$ cat config.mk
export PLATFORM = sky130hd
export DESIGN_NAME = mux_rr_sel_arbiter
export DESIGN_NICKNAME = d
export VERILOG_FILES = /design/src/rtl/mux_arb_pkg.sv /design/src/rtl/rr_priority_pick.sv /design/src/rtl/mux_rr_sel_arbiter.sv
export SDC_FILE = /design/constraint.sdc
export NUM_CORES = 1
export LEC_CHECK = 0
export CAP_MARGIN = 20
export CORE_MARGIN = 4
export CORE_UTILIZATION = 45
export DETAILED_ROUTE_END_ITERATION = 16
export GPL_ROUTABILITY_DRIVEN = 0
export PLACE_DENSITY = 0.83
export SYNTH_ARGS = -nofsm -noshare
export SYNTH_HDL_FRONTEND = slang
export SYNTH_SLANG_ARGS = --single-unit
$ cat constraint.sdc
create_clock -name clk -period 1.7 [get_ports clk]
set_input_delay 0.34 -clock clk [delete_from_list [all_inputs] [get_ports clk]]
set_output_delay 0.34 -clock clk [all_outputs]
set_load 0.02 [all_outputs]
$ cat src/rtl/mux_arb_pkg.sv
`default_nettype none
// ============================================================================
//  Module   : mux_arb_pkg
//  Brief    : Shared types, default sizes and helpers for the round-robin
//             select arbiter that drives the 4:1 mux select.
//  Revision : 1.0  initial release
// ============================================================================
package mux_arb_pkg;

    // Default build: four mux inputs, bursts of four accepted transfers.
    localparam int N_IN_DEF      = 4;
    localparam int BURST_LEN_DEF = 4;

    // IDLE: nothing granted, output invalid. GRANT: sel/grant hold a source.
    typedef enum logic {
        IDLE  = 1'b0,
        GRANT = 1'b1
    } arb_state_t;

    // One-hot decode of a select index. The result is 32 bits wide so the
    // helper serves any N_IN up to 32; callers truncate to N_IN bits.
    function automatic logic [31:0] onehot(input logic [4:0] idx);
        return 32'd1 << idx;
    endfunction

endpackage : mux_arb_pkg
`default_nettype wire

$ cat src/rtl/rr_priority_pick.sv
`default_nettype none
// ============================================================================
//  Module   : rr_priority_pick
//  Brief    : Combinational round-robin picker. Returns the first requesting
//             index when scanning ptr, ptr+1, ... modulo N_IN.
//  Revision : 1.0  initial release
// ============================================================================
module rr_priority_pick #(
    parameter int N_IN  = 4,
    parameter int SEL_W = $clog2(N_IN)
) (
    input  logic [N_IN-1:0]  req,
    input  logic [SEL_W-1:0] ptr,
    output logic [SEL_W-1:0] idx,
    output logic             any_req
);

    logic [SEL_W-1:0] w_cand;

    // Scan from the farthest offset back to ptr so the nearest requester
    // (lowest offset from ptr) is the one left in idx. N_IN is a power of
    // two, so the SEL_W-bit add wraps N_IN-1 -> 0 for free.
    always_comb begin
        idx     = '0;
        w_cand  = '0;
        any_req = |req;
        for (int k = N_IN - 1; k >= 0; k--) begin
            w_cand = ptr + SEL_W'(k);
            if (req[w_cand]) begin
                idx = w_cand;
            end
        end
    end

endmodule : rr_priority_pick
`default_nettype wire

$ cat src/rtl/mux_rr_sel_arbiter.sv
`default_nettype none
// ============================================================================
//  Module   : mux_rr_sel_arbiter
//  Brief    : Round-robin arbiter driving the 4:1 mux select index, with a
//             valid/ready handshake toward the mux consumer. A granted source
//             keeps the select for up to BURST_LEN accepted transfers.
//  Options  : MUX_ARB_STATS_EN adds per-source saturating transfer counters
//             on output grant_cnt (N_IN*CNT_W bits, source i at [i*CNT_W +:
//             CNT_W]).
//  Revision : 1.0  initial release
// ============================================================================
module mux_rr_sel_arbiter
    import mux_arb_pkg::*;
#(
    parameter int N_IN      = N_IN_DEF,
    parameter int SEL_W     = $clog2(N_IN),
    parameter int BURST_LEN = BURST_LEN_DEF
`ifdef MUX_ARB_STATS_EN
    ,
    parameter int CNT_W     = 16
`endif
) (
    input  logic                  clk,
    input  logic                  reset,
    input  logic [N_IN-1:0]       req,
    input  logic                  out_ready,
    output logic [SEL_W-1:0]      sel,
    output logic [N_IN-1:0]       grant,
    output logic                  out_valid,
    output logic                  last
`ifdef MUX_ARB_STATS_EN
    ,
    output logic [N_IN*CNT_W-1:0] grant_cnt
`endif
);

    // Beat counter needs at least one bit even when BURST_LEN is 1.
    localparam int BEAT_W = (BURST_LEN > 1) ? $clog2(BURST_LEN) : 1;
    localparam logic [BEAT_W-1:0] C_LAST_BEAT = BEAT_W'(BURST_LEN - 1);

    arb_state_t        state_q, state_d;
    logic [SEL_W-1:0]  sel_q, sel_d;
    logic [SEL_W-1:0]  ptr_q, ptr_d;
    logic [BEAT_W-1:0] beat_q, beat_d;
    logic [N_IN-1:0]   grant_q, grant_d;
    logic              out_valid_q, out_valid_d;

    logic              w_xfer;
    logic              w_release;
    logic [SEL_W-1:0]  w_pick_ptr;
    logic [SEL_W-1:0]  w_pick_idx;
    logic              w_any_req;

    // A transfer is a handshake on the registered valid. The grant ends on
    // the final beat of the burst, or early when the owner has withdrawn
    // its request on a beat that is accepted anyway.
    assign w_xfer    = out_valid_q & out_ready;
    assign w_release = w_xfer & ((beat_q == C_LAST_BEAT) | ~req[sel_q]);

    // While granted, the only time the pick is consumed is at release, and
    // then the scan must start just past the current owner (ptr is only
    // updated at that same edge, so it cannot be used directly).
    assign w_pick_ptr = (state_q == GRANT) ? (sel_q + SEL_W'(1)) : ptr_q;

    rr_priority_pick #(
        .N_IN  (N_IN),
        .SEL_W (SEL_W)
    ) u_pick (
        .req     (req),
        .ptr     (w_pick_ptr),
        .idx     (w_pick_idx),
        .any_req (w_any_req)
    );

    // State and datapath registers; reset dominates any in-flight transfer.
    always_ff @(posedge clk) begin
        if (reset) begin
            state_q     <= IDLE;
            sel_q       <= '0;
            ptr_q       <= '0;
            beat_q      <= '0;
            grant_q     <= '0;
            out_valid_q <= 1'b0;
        end else begin
            state_q     <= state_d;
            sel_q       <= sel_d;
            ptr_q       <= ptr_d;
            beat_q      <= beat_d;
            grant_q     <= grant_d;
            out_valid_q <= out_valid_d;
        end
    end

    // Next-state: grant on any request from IDLE; in GRANT hold everything
    // until release, then hand over with no bubble or fall back to IDLE.
    always_comb begin
        state_d = state_q;
        sel_d   = sel_q;
        ptr_d   = ptr_q;
        beat_d  = beat_q;
        case (state_q)
            IDLE: begin
                if (w_any_req) begin
                    state_d = GRANT;
                    sel_d   = w_pick_idx;
                end
            end
            GRANT: begin
                if (w_xfer) begin
                    beat_d = beat_q + BEAT_W'(1);
                end
                if (w_release) begin
                    ptr_d  = sel_q + SEL_W'(1);
                    beat_d = '0;
                    if (w_any_req) begin
                        sel_d = w_pick_idx;
                    end else begin
                        state_d = IDLE;
                    end
                end
            end
            default: begin
                state_d = IDLE;
            end
        endcase
    end

    // Registered outputs follow the next state so they are valid the cycle
    // the state register takes its new value.
    always_comb begin
        out_valid_d = (state_d == GRANT);
        grant_d     = out_valid_d ? N_IN'(onehot(5'(sel_d))) : '0;
    end

    assign sel       = sel_q;
    assign grant     = grant_q;
    assign out_valid = out_valid_q;
    assign last      = w_release;

`ifdef MUX_ARB_STATS_EN
    localparam logic [CNT_W-1:0] C_CNT_MAX = '1;

    generate
        for (genvar gi = 0; gi < N_IN; gi++) begin : g_stats
            logic [CNT_W-1:0] cnt_q;

            // Count accepted transfers owned by this source, saturating.
            always_ff @(posedge clk) begin
                if (reset) begin
                    cnt_q <= '0;
                end else if (w_xfer && (sel_q == SEL_W'(gi)) && (cnt_q != C_CNT_MAX)) begin
                    cnt_q <= cnt_q + CNT_W'(1);
                end
            end

            assign grant_cnt[gi*CNT_W +: CNT_W] = cnt_q;
        end
    endgenerate
`endif

endmodule : mux_rr_sel_arbiter
`default_nettype wire
==> impl_metrics.yaml <==
status:
  status: "finished with violations"
  violations: "setup timing"
hold_path:
  whs_endpoint: "beat_q[1]$_SDFFE_PP0P_"
  hold_depth: 2
  hold_path.class: "reg2reg"
  hp-start: "beat_q[1]$_SDFFE_PP0P_"
worst_setup_path:
  critPathLaunchType: "register"
  r2r_start: "sel[1]$_SDFF_PP0_"
  timing.rr.end: "grant[2]$_SDFF_PP0_"
  worstPathCellList: "mux2_4 -> a22o_4 -> nor2_4 -> buf_6"
  critPathKind: "reg2out"
  reg2regPathDepth: 7
  slowest_delay_ns: 0.37
  cp_slowest_cell: "dfxtp_4"
  cp.required_ns: 1.36
  r2r_setup_slack_ns: -0.02
  crit_arrival_ns: 1.44
  crit_fanout: 3
  worstSetupEndpointType: "primary output"
timing:
  rsz0062_at_grt: "true"
  finalSetupViolations: 3
  finalCriticalPeriod_ns: 1.78
  hold_viol_final: 0
  slew_headroom_pct: 69.4
  clock_skew_ns: 0.00895
  period_share_pct: 105
  holdWs_ns: 0.466
  fin_ws_ns: -0.0848
  fmax_ghz: 0.560
  slew_violations: 0
  worst_slew_pin_slew_ns: 0.454
power:
  power_frac_seq_pct: 35.5
  pwr-share-comb_pct: 43.2
  power.switching_w: 0.000291
  swShare_pct: 34.6
  powerDensity_nw_per_um2: 733
  p_int_w: 0.000550
  p_leak_nw: 0.479
  p_total_w: 0.000840
  vdd_drop_max_mv: 0.597
  clkPwrFrac_pct: 21.3
global_route:
  grt.total_usage_pct: 20.9
  grt-ovfl-total: 0
  grt_max_degree: 10
  grt_pass1_vias: 766
  grt_first_pass_wirelength_mm: 3.33
  antenna_found_initial: 0
drt:
  drt-total-wl_mm: 2.37
  drt-initial-drc-count: 31
  final_antenna_net_count: 0
  drc: 0
  avgViaCountPerCell: 6.06
  wl_per_cell_um: 17.2
  firstDrtPassIters: 4
  vias: 836
floorplan:
  rows: 14
  die-area_um2: 2300
  core_um2: 1510
  die_w_um: 47.9
  start_util_pct: 47.6
  ios: 15
  die-height_um: 47.9
synth:
  synthFlopType: "dfxtp_1"
  synth.most_common_cell: "dfxtp_1"
  yosysTopAreaCell: "dfxtp_1"
  syn_inst: 84
  ys_top_cells_by_count: "dfxtp_1 (11), nand2_1 (9), a21oi_1 (7), nor2_1 (6), o32ai_1 (5)"
  synth_area_leaders: "dfxtp_1 (31%), o32ai_1 (6.1%), a21oi_1 (4.9%), nand2_1 (4.7%), nand3b_1 (4.2%)"
  synth_edf_count: 0
  ys_async_sr_fraction_pct: 0
  synth.top_cell.area_share_pct: 30.7
  synth_cell_type_count: 35
  postSynthAreaPerCell_um2: 8.53
  synth.ff_latch_count: 11
  yosys_warnings: 0
  seq_area_frac_synth_pct: 30.7
  syn_nets: 92
  netlist_area_um2: 717
clocking:
  cts_tree: "built"
  clkLatencyLatePin_ns: 0.27
  cts.sinks: 11
  clk_pin_slew_ns: 0.08
  cts_buffer_depth: 2
  htreeDepth: 1
  clockRootBuffer: "clkbuf_4"
  cts_made_buffers: 3
finish:
  num-fill-cells: 106
  area_growth_pct: 59.9
  layout-drive-gt1-share_pct: 42.6
  fin_nets: 131
  num_antenna_cells: 0
job:
  max_cap_violations: 0
placed_design:
  io_buffers: 14
  dpl_worst_slack_ns: -0.657
  dp_hpwl_mm: 1.61
[routing by layer]
metal / global-route usage (%) / wire [um]
met5: 0 / 0
met2: 34.0 / 1200
met3: 2.63 / 121
met1: 26.2 / 996
met4: 12.4 / 55
[registers in the layout (all words and copies together), names as in the netlist]
name / count
grant: 4
beat_q: 2
sel: 2
out_valid: 1
ptr_q: 2
[repair_timing]
action,in CTS,in global routing
resized for setup,16,16
pin swaps,2,8
setup buffers,2,3
endpoints found under the setup margin,10,8
hold buffers,0,0
cloned,0,0
[placed cells by master, fill, tap and decap left out, types with 2 or more instances in the layout]
cell type / count
a21oi_1: 7
nor3b_1: 2
dlygate4sd2_1: 7
o32ai_2: 4
dfxtp_2: 2
dfxtp_1: 8
inv_1: 2
nand2_1: 9
buf_4: 23
nand2b_1: 3
nor2_1: 6
clkdlybuf4s50_1: 6
nand3b_1: 4
nand4_1: 2
nor3_1: 3
buf_6: 2
mux2_4: 2
clkbuf_4: 3
nand3_1: 2
[worst max-delay path: cells and delay by family, from the launching register on]
kind	cells	cell delay [ns]
flops	1	0.37
mux	1	0.31
compound gates	1	0.27
buf+inv	1	0.12
simple gates	1	0.09
[kinds of logic after synthesis]
group                      count (synthesis)  synth area share [%]
and+or+nand+nor                           38                  30.2
AOI/OAI and AO/OA                         23                  25.8
DFF                                       11                  30.7
buffers and inverters                      7                  5.23
muxes                                      3                  5.06
xor gates and xnor gates                   1                  1.22
adders and majority gates                  1                  1.74
[cell type report]
cell class              instances  area (um^2)  share of cell area, %
clock buffers                   3         22.5                   1.97
repair buffers                 39          332                   28.9
inverters                       2         7.51                  0.655
flip-flops and latches         11          226                   19.8
well taps                      16         20.0                   1.75
clock inverters                 1         5.00                  0.437
multi-input cells              66          533                   46.5
[per-stage QoR]
| stage | TNS [ns] | cell area [um^2] | util, % | std cells |
|---|---|---|---|---|
| after detailed placement | -3.22 | 1000 | 66.6 | 129 |
| after global routing | -0.474 | 1150 | 76.1 | 138 |
| after global placement | -2.88 | 1000 | 66.6 | 129 |
| final | -0.116 | 1150 | 76.1 | 138 |
| after floorplan | 0 | 723 | - | 84 |
| after CTS | -0.105 | 1050 | 69.9 | 135 |
[worst max-delay path by stage]
| stage | cells past startpoint | endpoint | start | slack [ns] |
|---|---|---|---|---|
| 2_1_floorplan | 6 | grant[2]$_SDFF_PP0_ | sel[1]$_SDFF_PP0_ | 0.04 |
| 3_3_place_gp | 5 | last | req[1] | -0.64 |
| 3_5_place_dp | 5 | last | req[1] | -0.66 |
| 4_1_cts | 4 | last | sel[1]$_SDFF_PP0_ | -0.10 |
| 5_1_grt | 4 | last | sel[1]$_SDFF_PP0_ | -0.13 |
| 6_report | 4 | last | sel[1]$_SDFF_PP0_ | -0.08 |
[power groups by stage]
stage | Combinational [W] | Clock [W] | Sequential (W)
global placement | 0.000293 | 0 | 0.000300
finish | 0.000363 | 0.000179 | 0.000299
detailed placement | 0.000302 | 0 | 0.000302
global route | 0.000387 | 0.000188 | 0.000301
CTS | 0.000309 | 0.000178 | 0.000296
floorplan | 0.000155 | 0 | 0.000315
No activity file was read; power rests on OpenSTA's default activity.
